`config.mk`:
```
export PLATFORM = sky130hd
export DESIGN_NAME = dma_controller
export DESIGN_NICKNAME = d
export VERILOG_FILES = /design/src/rtl/dma_pkg.sv /design/src/rtl/dma_fifo.sv /design/src/rtl/dma_controller.sv
export SDC_FILE = /design/constraint.sdc
export NUM_CORES = 1
export LEC_CHECK = 0
export BUFFER_PORTS_ARGS = -buffer_cell sky130_fd_sc_hd__buf_4
export CELL_PAD_IN_SITES_DETAIL_PLACEMENT = 1
export CELL_PAD_IN_SITES_GLOBAL_PLACEMENT = 2
export CORE_ASPECT_RATIO = 1.75
export CORE_UTILIZATION = 39
export CTS_BUF_LIST = sky130_fd_sc_hd__clkbuf_16
export DETAILED_ROUTE_END_ITERATION = 8
export GPL_TIMING_DRIVEN = 0
export PLACE_DENSITY_LB_ADDON = 0.2
export REMOVE_ABC_BUFFERS = 1
export SYNTH_ARGS = -nofsm -noshare
export SYNTH_HDL_FRONTEND = slang
export SYNTH_SLANG_ARGS = --single-unit
```
`constraint.sdc`:
```
create_clock -name clk -period 5.1 [get_ports clk]
set_input_delay 0.765 -clock clk [delete_from_list [all_inputs] [get_ports clk]]
set_output_delay 0.765 -clock clk [all_outputs]
set_load 0.01 [all_outputs]
```
`src/rtl/dma_pkg.sv`:
```
// Shared types and helpers for the single-channel AXI4-Lite DMA engine.
// Holds the FSM state encoding, bus width constants and strobe helper.
package dma_pkg;

  localparam int AXI_ADDR_W = 32;
  localparam int AXI_DATA_W = 32;
  localparam int AXI_STRB_W = AXI_DATA_W / 8;

  typedef enum logic [2:0] {
    IDLE,
    RD_ADDR,
    RD_DATA,
    WR_REQ,
    WR_RESP,
    DONE
  } state_e;

  // Byte remainder of the transfer length -> strobe of the final beat.
  function automatic logic [AXI_STRB_W-1:0] strb_mask(input logic [1:0] rem);
    logic [AXI_STRB_W-1:0] m;
    case (rem)
      2'd1:    m = 4'b0001;
      2'd2:    m = 4'b0011;
      2'd3:    m = 4'b0111;
      default: m = 4'b1111;
    endcase
    return m;
  endfunction

endpackage

```
`src/rtl/dma_fifo.sv`:
```
// Synchronous word FIFO between the read and write phases of the DMA.
// Pointers carry one extra wrap bit so full and empty are unambiguous.
module dma_fifo #(
  parameter int WIDTH = 32,
  parameter int DEPTH = 16
) (
  input  logic                     clk,
  input  logic                     rst,
  input  logic                     push,
  input  logic                     pop,
  input  logic [WIDTH-1:0]         wdata,
  output logic [WIDTH-1:0]         rdata,
  output logic                     full,
  output logic                     empty,
  output logic [$clog2(DEPTH):0]   count
);

  localparam int PW = $clog2(DEPTH);

  logic [WIDTH-1:0] mem_q [DEPTH];
  logic [PW:0] wr_ptr_q, wr_ptr_d;
  logic [PW:0] rd_ptr_q, rd_ptr_d;
  logic do_push, do_pop;

  assign count   = wr_ptr_q - rd_ptr_q;
  assign full    = (count == (PW+1)'(DEPTH));
  assign empty   = (wr_ptr_q == rd_ptr_q);
  assign rdata   = mem_q[rd_ptr_q[PW-1:0]];
  assign do_push = push && !full;
  assign do_pop  = pop && !empty;

  always_comb begin
    wr_ptr_d = wr_ptr_q;
    rd_ptr_d = rd_ptr_q;
    if (do_push) wr_ptr_d = wr_ptr_q + 1'b1;
    if (do_pop)  rd_ptr_d = rd_ptr_q + 1'b1;
  end

  always_ff @(posedge clk or negedge rst) begin
    if (!rst) begin
      wr_ptr_q <= '0;
      rd_ptr_q <= '0;
    end else begin
      wr_ptr_q <= wr_ptr_d;
      rd_ptr_q <= rd_ptr_d;
    end
  end

  always_ff @(posedge clk) begin
    if (do_push) mem_q[wr_ptr_q[PW-1:0]] <= wdata;
  end

endmodule

```
`src/rtl/dma_controller.sv`:
```
// Single-channel memory-to-memory DMA: AXI4-Lite reads fill a FIFO,
// AXI4-Lite writes drain it, one outstanding transaction at a time.
module dma_controller
  import dma_pkg::*;
#(
  parameter int ADDR_WIDTH = AXI_ADDR_W,
  parameter int DATA_WIDTH = AXI_DATA_W,
  parameter int FIFO_DEPTH = 16
) (
  input  logic                    clk,
  input  logic                    rst,
  input  logic                    trigger,
  input  logic [31:0]             length,
  input  logic [ADDR_WIDTH-1:0]   destination_address,
  input  logic [ADDR_WIDTH-1:0]   source_address,
  output logic [ADDR_WIDTH-1:0]   ARADDR,
  output logic                    ARVALID,
  input  logic                    ARREADY,
  input  logic [DATA_WIDTH-1:0]   RDATA,
  input  logic                    RVALID,
  output logic                    RREADY,
  output logic [ADDR_WIDTH-1:0]   AWADDR,
  output logic                    AWVALID,
  input  logic                    AWREADY,
  output logic [DATA_WIDTH-1:0]   WDATA,
  output logic [DATA_WIDTH/8-1:0] WSTRB,
  output logic                    WVALID,
  input  logic                    WREADY,
  input  logic                    BRESP,
  input  logic                    BVALID,
  output logic                    BREADY,
  output logic                    done
);

  localparam int CNT_W = $clog2(FIFO_DEPTH) + 1;

  state_e state_q, state_d;
  logic [ADDR_WIDTH-1:0] src_q, src_d, dst_q, dst_d;
  logic [32:0] rd_left_q, rd_left_d, wr_left_q, wr_left_d;
  logic [1:0] rem_q, rem_d;
  logic aw_done_q, aw_done_d, w_done_q, w_done_d;
  logic arvalid_q, arvalid_d, rready_q, rready_d;
  logic awvalid_q, awvalid_d, wvalid_q, wvalid_d;
  logic bready_q, bready_d, done_q, done_d;
  logic fifo_push, fifo_pop, fifo_full, fifo_empty;
  logic [DATA_WIDTH-1:0] fifo_head;
  logic [CNT_W-1:0] fifo_count;
  logic [32:0] beats;
  logic aw_hs, w_hs, last_beat, unused_bresp;

  assign unused_bresp = BRESP;
  assign beats = ({1'b0, length} + 33'd3) >> 2;
  assign aw_hs = awvalid_q && AWREADY;
  assign w_hs  = wvalid_q && WREADY;
  assign last_beat = (wr_left_q == 33'd1) && (rem_q != 2'd0);

  dma_fifo #(
    .WIDTH(DATA_WIDTH),
    .DEPTH(FIFO_DEPTH)
  ) u_fifo (
    .clk  (clk),
    .rst  (rst),
    .push (fifo_push),
    .pop  (fifo_pop),
    .wdata(RDATA),
    .rdata(fifo_head),
    .full (fifo_full),
    .empty(fifo_empty),
    .count(fifo_count)
  );

  always_comb begin
    state_d   = state_q;
    src_d     = src_q;
    dst_d     = dst_q;
    rd_left_d = rd_left_q;
    wr_left_d = wr_left_q;
    rem_d     = rem_q;
    aw_done_d = aw_done_q;
    w_done_d  = w_done_q;
    fifo_push = 1'b0;
    fifo_pop  = 1'b0;
    unique case (state_q)
      IDLE: begin
        if (trigger) begin
          src_d     = source_address;
          dst_d     = destination_address;
          rd_left_d = beats;
          wr_left_d = beats;
          rem_d     = length[1:0];
          state_d   = (length == 32'd0) ? DONE : RD_ADDR;
        end
      end
      RD_ADDR: begin
        if (arvalid_q && ARREADY) state_d = RD_DATA;
      end
      RD_DATA: begin
        if (RVALID && rready_q) begin
          fifo_push = 1'b1;
          src_d     = src_q + ADDR_WIDTH'(4);
          rd_left_d = rd_left_q - 33'd1;
          // Turn around to writes once the FIFO fills with this push.
          if (rd_left_d != 33'd0 && !fifo_full &&
              fifo_count != CNT_W'(FIFO_DEPTH - 1))
            state_d = RD_ADDR;
          else
            state_d = WR_REQ;
        end
      end
      WR_REQ: begin
        aw_done_d = aw_done_q || aw_hs;
        w_done_d  = w_done_q || w_hs;
        if (aw_done_d && w_done_d) begin
          fifo_pop  = 1'b1;
          dst_d     = dst_q + ADDR_WIDTH'(4);
          wr_left_d = wr_left_q - 33'd1;
          aw_done_d = 1'b0;
          w_done_d  = 1'b0;
          state_d   = WR_RESP;
        end
      end
      WR_RESP: begin
        if (BVALID && bready_q) begin
          if (!fifo_empty)              state_d = WR_REQ;
          else if (rd_left_q != 33'd0)  state_d = RD_ADDR;
          else                          state_d = DONE;
        end
      end
      DONE:    state_d = IDLE;
      default: state_d = IDLE;
    endcase
    arvalid_d = (state_d == RD_ADDR);
    rready_d  = (state_d == RD_DATA);
    awvalid_d = (state_d == WR_REQ) && !aw_done_d;
    wvalid_d  = (state_d == WR_REQ) && !w_done_d;
    bready_d  = (state_d == WR_RESP);
    done_d    = (state_d == DONE);
  end

  always_ff @(posedge clk or negedge rst) begin
    if (!rst) begin
      state_q   <= IDLE;
      src_q     <= '0;
      dst_q     <= '0;
      rd_left_q <= '0;
      wr_left_q <= '0;
      rem_q     <= '0;
      aw_done_q <= 1'b0;
      w_done_q  <= 1'b0;
      arvalid_q <= 1'b0;
      rready_q  <= 1'b0;
      awvalid_q <= 1'b0;
      wvalid_q  <= 1'b0;
      bready_q  <= 1'b0;
      done_q    <= 1'b0;
    end else begin
      state_q   <= state_d;
      src_q     <= src_d;
      dst_q     <= dst_d;
      rd_left_q <= rd_left_d;
      wr_left_q <= wr_left_d;
      rem_q     <= rem_d;
      aw_done_q <= aw_done_d;
      w_done_q  <= w_done_d;
      arvalid_q <= arvalid_d;
      rready_q  <= rready_d;
      awvalid_q <= awvalid_d;
      wvalid_q  <= wvalid_d;
      bready_q  <= bready_d;
      done_q    <= done_d;
    end
  end

  assign ARADDR  = src_q;
  assign ARVALID = arvalid_q;
  assign RREADY  = rready_q;
  assign AWADDR  = dst_q;
  assign AWVALID = awvalid_q;
  assign WVALID  = wvalid_q;
  assign WDATA   = wvalid_q ? fifo_head : '0;
  assign WSTRB   = !wvalid_q ? '0 : (last_beat ? strb_mask(rem_q) : '1);
  assign BREADY  = bready_q;
  assign done    = done_q;

endmodule

```
==> results of run 1 <==
## worst max-delay path, delay by kind of cell, from the launching register on
kind / cells / cell delay (ps)
buffers and inverters: 4 / 810
and+or+nand+nor: 3 / 1510
adders and majority gates: 1 / 600
xor gates and xnor gates: 1 / 170
DFF: 1 / 900
AOI/OAI and AO/OA: 3 / 510
## repair_timing
item | in CTS | in global routing
hold buffers | 0 | 0
endpoints found under the setup margin | 0 | 18
resized for setup | 0 | 2
## cell families after synthesis
kind of cell	synth area share, %
xor gates and xnor gates	2.034
muxes	12.44
AOI/OAI and AO/OA	7.073
adders and majority gates	0.7949
buffers and inverters	1.850
and+or+nand+nor	10.21
DFF	65.59
## power by group through the flow
| stage | registers, uW | clock network (uW) | logic, uW |
|---|---|---|---|
| 2_1_floorplan | 7460 | 0 | 2880 |
| 3_3_place_gp | 7760 | 0 | 4760 |
| 3_5_place_dp | 7430 | 0 | 4790 |
| 4_1_cts | 7320 | 4810 | 4810 |
| 5_1_grt | 7420 | 4970 | 5200 |
| 6_report | 7310 | 4670 | 4720 |
## sequential cells by signal, summed over array words and instances (netlist names), 2 cells and up
register	flops
ARADDR	32
AWADDR	32
rd_left_q	33
rem_q	2
state_q	3
u_fifo.mem_q	512
u_fifo.rd_ptr_q	5
u_fifo.wr_ptr_q	5
wr_left_q	33
## synthesized netlist by cell type, types with 6 or more instances
master / instances
a31oi_1: 14
a21o_1: 11
and2_1: 49
o311ai_0: 8
nor3_1: 50
or4_1: 8
nor2b_1: 10
nand2_1: 151
nor2_1: 107
or3_1: 19
o22ai_1: 17
buf_1: 21
clkbuf_1: 71
inv_1: 33
o211ai_1: 7
a32oi_1: 6
and4_1: 8
mux4_2: 160
edfxtp_1: 512
a22oi_1: 8
a221o_1: 8
o21ai_0: 112
nor4_1: 26
nand4_1: 33
nand3_1: 47
nand2b_1: 6
xor2_1: 25
and3_1: 11
a21oi_1: 101
dfrtp_1: 153
xnor2_1: 43
ha_1: 17
## metrics by stage
stage          setup TNS, ps  cells  utilization (%)  cell area (um2)  hold WS (ps)
2_1_floorplan       -1953520   1853                -            28860         446.6
3_3_place_gp        -4556420   3032            42.95            31850         463.2
3_5_place_dp               0   3088            44.35            32890         473.5
4_1_cts                    0   3200            47.06            34900         5.651
5_1_grt                    0   3200            47.07            34900         23.67
6_report                   0   3200            47.07            34900         25.53
## layer usage
| layer | wire length, um | track usage, % |
|---|---|---|
| met2 | 44720 | 40.61 |
| met5 | 108 | 0 |
| met1 | 32990 | 26.42 |
| met4 | 1850 | 5.897 |
| met3 | 3873 | 3.798 |
## layout make-up
class	count	share of cell area, %
Tap cell	938	3.362
Multi-Input combinational cell	1154	27.58
Inverter	34	0.3728
Clock buffer	61	4.373
Timing Repair Buffer	297	7.876
Clock inverter	51	1.387
Sequential cell	665	55.05
## final timing paths
| check | start | end | cells after the start |
|---|---|---|---|
| setup / recovery | u_fifo.rd_ptr_q[1] | u_fifo.mem_q[6][8] | 12 |
| hold / removal | rst | ARADDR[13] | 1 |
| setup reg to reg | u_fifo.rd_ptr_q[1] | u_fifo.mem_q[6][8] | 12 |
| hold reg to reg | ARADDR[0] | ARADDR[0] | 2 |
| max in group asynchronous | rst | u_fifo.rd_ptr_q[0] | 2 |
| min in group clk | source_address[0] | ARADDR[0] | 3 |
==> flow_metrics.tcl, run 1 <==
set metrics [dict create \
    initial_core_util_pct 39.48 \
    grt-ovfl-total 0 \
    fin_crit_ps 4788 \
    cp_slowest_cell "dfrtp_4" \
    hold_path.class "in2async" \
    area_growth_pct 19.21 \
    cts_tree "done" \
    numPortBuffers 241 \
    die_h_um 364.5 \
    pre_cts_slack_ps 173.3 \
    syn_avg_cell_area_um2 14.98 \
    grt_antenna_before_repair 7 \
    routed_wl_um 83540 \
    die-area_um2 76220 \
    cts.sinks 665 \
    clkTransAtPathRegs_ps 70 \
    synth_ff_type "edfxtp_1" \
    power.density_nw_per_um2 478.5 \
    grtUsageTotal_pct 22.06 \
    fillers 7310 \
    drt-wirelength-per-cell_um 26.11 \
    netlist_area_um2 29280 \
    ys_seq_area_share_pct 65.59 \
    regToRegSetupSlack_ps 310 \
    htree_num_levels 2 \
    drive_above_1_share_pct 26.44 \
    async_flop_share_pct 23.01 \
    detail_route.iter0.violations 1076 \
    routabilityCongestion 0.8246 \
    slowest_delay_ps 900 \
    worst_clock_skew_ps 24.73 \
    pwr-share-clk_pct 28.0 \
    detailed_place_hpwl_um 54420 \
    insertion_delay_ps 650 \
    synth_top_cell_area_share_pct 52.51 \
    cts_buffers 61 \
    grt_pass1_wl_um 125300 \
    core_um2 74160 \
    final_cell_mix "edfxtp_1 (512), buf_4 (240), mux4_2 (160)" \
    final_nets 2368 \
    max_cap_violations 0 \
    peakVddDrop_mv 0.4635 \
    leakagePower_uw 0.01211 \
    netlist_instances 1954 \
    yosys.area.top_type "edfxtp_1" \
    report.final.slew_viol_count 0 \
    final_common_cell "edfxtp_1" \
    root_buffer "clkbuf_16" \
    ys_seq_elements 665 \
    netlist_top_cells_area "edfxtp_1 (53%), dfrtp_1 (13%), mux4_2 (12%)" \
    pwr-share-comb_pct 28.3 \
    vias 18330 \
    multi_input_comb_area_um2 9627 \
    grt_pass1_vias 19580 \
    critPathLaunchType "flop" \
    crit_path_end_kind "flop" \
    rsz0062_at_grt "no" \
    seqPwrFrac_pct 43.8 \
    via_per_inst 5.728 \
    total_power_uw 16700 \
    worst_pin_slew_ps 998.6 \
    die_x_um 209.1 \
    ys_warn_count 0 \
    drc 0 \
    synth_edf_count 512 \
    p_switching_uw 5425 \
    antennaDiodeCount 0 \
    hold_viol_final 0 \
    crit_required_ps 5440 \
    cp_max_fo 44 \
    fmax_mhz 208.9 \
    post_synth_num_cell_types 85 \
    status "completed" \
    cpMostUsedCell "buf_6" \
    arrival_ps 5130 \
    cts_buffer_depth 3 \
    cts_setup_buffers 0 \
    crit_chain "inv_1 -> fa_1 -> a21o_1 -> a21oi_1 -> xnor2_1 -> a2111oi_1 -> nor2_1 -> nand2_1 -> nor3_2 -> buf_6 -> buf_6 -> buf_6" \
    relSlewSlack_pct 32.87 \
    setup_viol 0 \
    first_pass_iters 7 \
    critical_path_class "reg2reg" \
    regArea_um2 19210 \
    setup_slack_ps 311.9 \
    row_count 132 \
    finalCritPeriodShare_pct 93.88 \
    ant_nets 0 \
    grt_max_degree 106 \
    netSwitchingFraction_pct 32.48 \
    io_pins 243 \
    p_int_uw 11280 \
]
Power figures use the tool's default switching activity.
==> run 2, diff against run 1 <==
Settings changed: CORE_UTILIZATION 39 to 43.
Clock period 5.1 ns to 4.6 ns, I/O delays scaled along.
==> run 2 against run 1 <==
First-iteration DRC count fell by 3.1%. Critical path depth down 5. Non-clock buffer count decreased by 1. Combinational power increased by 12%. Core utilization grew 5.0 points.
==> flow_metrics.tcl, run 2 (synthesis gave the netlist of run 1 again) <==
set metrics [dict create \
    grt_max_degree 100 \
    report.final.slew_viol_count 0 \
    clkTransAtPathRegs_ps 70 \
    detailed_place_hpwl_um 54330 \
    numPortBuffers 241 \
    use_met2_pct 43.18 \
    grtUsageTotal_pct 24.25 \
    routed_wl_um 82150 \
    drc 0 \
    die-area_um2 69180 \
    die_h_um 347.2 \
    grt_antenna_before_repair 4 \
    hold_viol_final 0 \
    insertion_delay_ps 670 \
    setup_viol 0 \
    fin_cells 3159 \
    crit_required_ps 3910 \
    final_nets 2367 \
    regToRegSetupSlack_ps 360 \
    met1_usage_pct 28.59 \
    detail_route.iter0.violations 1043 \
    fmax_mhz 232.6 \
    io_pins 243 \
    first_pass_iters 5 \
    critical_path_class "reg2out" \
    power.density_nw_per_um2 538.7 \
    met3_usage_pct 4.148 \
    ant_nets 0 \
    final_common_cell "edfxtp_1" \
    rr_worst_depth 13 \
    leakagePower_uw 0.01217 \
    largest_reg_flops 512 \
    initial_core_util_pct 43.49 \
    routabilityCongestion 0.8271 \
    grt_pass1_vias 19700 \
    hold_path.class "in2reg" \
    vias 18370 \
    crit_path_end_kind "primary output" \
    htree_num_levels 2 \
    finalSetupTns_ps 0 \
    dp.cells 3041 \
    final_cell_mix "edfxtp_1 (512), buf_4 (244), mux4_2 (160)" \
    grt-ovfl-total 0 \
    root_buffer "clkbuf_16" \
    row_count 126 \
    fin_crit_ps 4299 \
    r2r_end "u_fifo.mem_q[7][6]" \
    cts_buffers 61 \
    grt_pass1_wl_um 123200 \
    status "completed" \
    area_growth_pct 19.65 \
    arrival_ps 3610 \
    critPathLaunchType "flop" \
    drive_above_1_share_pct 26.70 \
    gr-max-usage-layer "met2" \
    hold_depth 3 \
    core_um2 67320 \
    worst_pin_slew_ps 1048 \
    rsz0062_at_grt "no" \
    relSlewSlack_pct 29.58 \
    holdPathEnd "ARADDR[0]" \
    via_per_inst 5.814 \
    total_power_uw 18870 \
    placed_cell_area_um2 32790 \
    peakVddDrop_mv 0.3474 \
    min-delay-start "source_address[0]" \
    cts.sinks 665 \
    cp_max_fo 4 \
    post-route-cell-area_um2 35030 \
    finalCritPeriodShare_pct 93.46 \
    drt-wirelength-per-cell_um 26.01 \
    cts_tree "done" \
    cts_buffer_depth 3 \
    max_cap_violations 0 \
    worst_clock_skew_ps 60.76 \
    r2r_start "u_fifo.rd_ptr_q[0]" \
    die_x_um 199.3 \
]
## run 2: changes by cell type in the layout (fill, tap and decap cells not counted), sizes merged, moves of 2 or more
cell	previous run	this run
clkinvlp	8	3
inv	50	41
clkinv	19	29
buf	297	295
bufinv	8	12
## run 2: final cells by class
type	count	area, um2
diodes	1	2.502
clock buffers	62	1551
clock inverters	51	599.3
fillers	6539	32290
inverters	34	132.6
multi-input cells	1154	9653
flip-flops and latches	665	19210
well taps	896	1121
repair buffers	296	2758
## run 2: per-layer routing
metal,wire (um),vias to the layer above
met3,4284,174
met5,31,-
met2,43540,507
li1,-,8182
met4,3303,6
met1,30990,9497
## run 2: worst max-delay path: stages, from the launching register on
cell     delay [ps]
dfrtp_1         430
or4_1           630
nor3_1          710
nand2_1         170
or2_2           370
o21ai_0         310
o21ai_0         180
buf_4           180
## run 2: power breakdown
part	leakage, uW	internal [uW]	switching [uW]	total, uW
Combinational	0.00466	2560	2730	5290
Clock	0.00107	3130	2340	5470
Sequential	0.00644	7100	1010	8110
## run 2: repair_timing
| item | 4_1_cts | 5_1_grt |
|---|---|---|
| endpoints found under the setup margin | 138 | 40 |
| cloned | 0 | 0 |
| endpoints found under the hold margin | 43 | 0 |
| buffers inserted | 0 | 3 |
| resized for setup | 7 | 1 |
| hold buffers | 1 | 0 |
## run 2: per-stage QoR
step	hold WS (ps)	utilization, %	worst slack [ps]
after detailed placement	472.0	48.71	-258.8
after CTS	212.1	51.97	-11.26
after floorplan	394.4	-	-5151
final	259.1	52.04	300.9
after global routing	231.8	52.04	151.6
after global placement	463.9	47.23	-10970
## run 2: worst max-delay path by stage
stage	start	end	slack [ps]	cells past startpoint
CTS	u_fifo.rd_ptr_q[0]	u_fifo.mem_q[7][6]	-10	13
detailed placement	u_fifo.rd_ptr_q[0]	u_fifo.mem_q[7][6]	-260	12
floorplan	u_fifo.rd_ptr_q[0]	u_fifo.mem_q[4][0]	-5150	10
global route	rd_left_q[2]	AWVALID	150	7
finish	wr_left_q[18]	WSTRB[1]	300	7
global placement	u_fifo.rd_ptr_q[0]	u_fifo.mem_q[6][6]	-10970	10
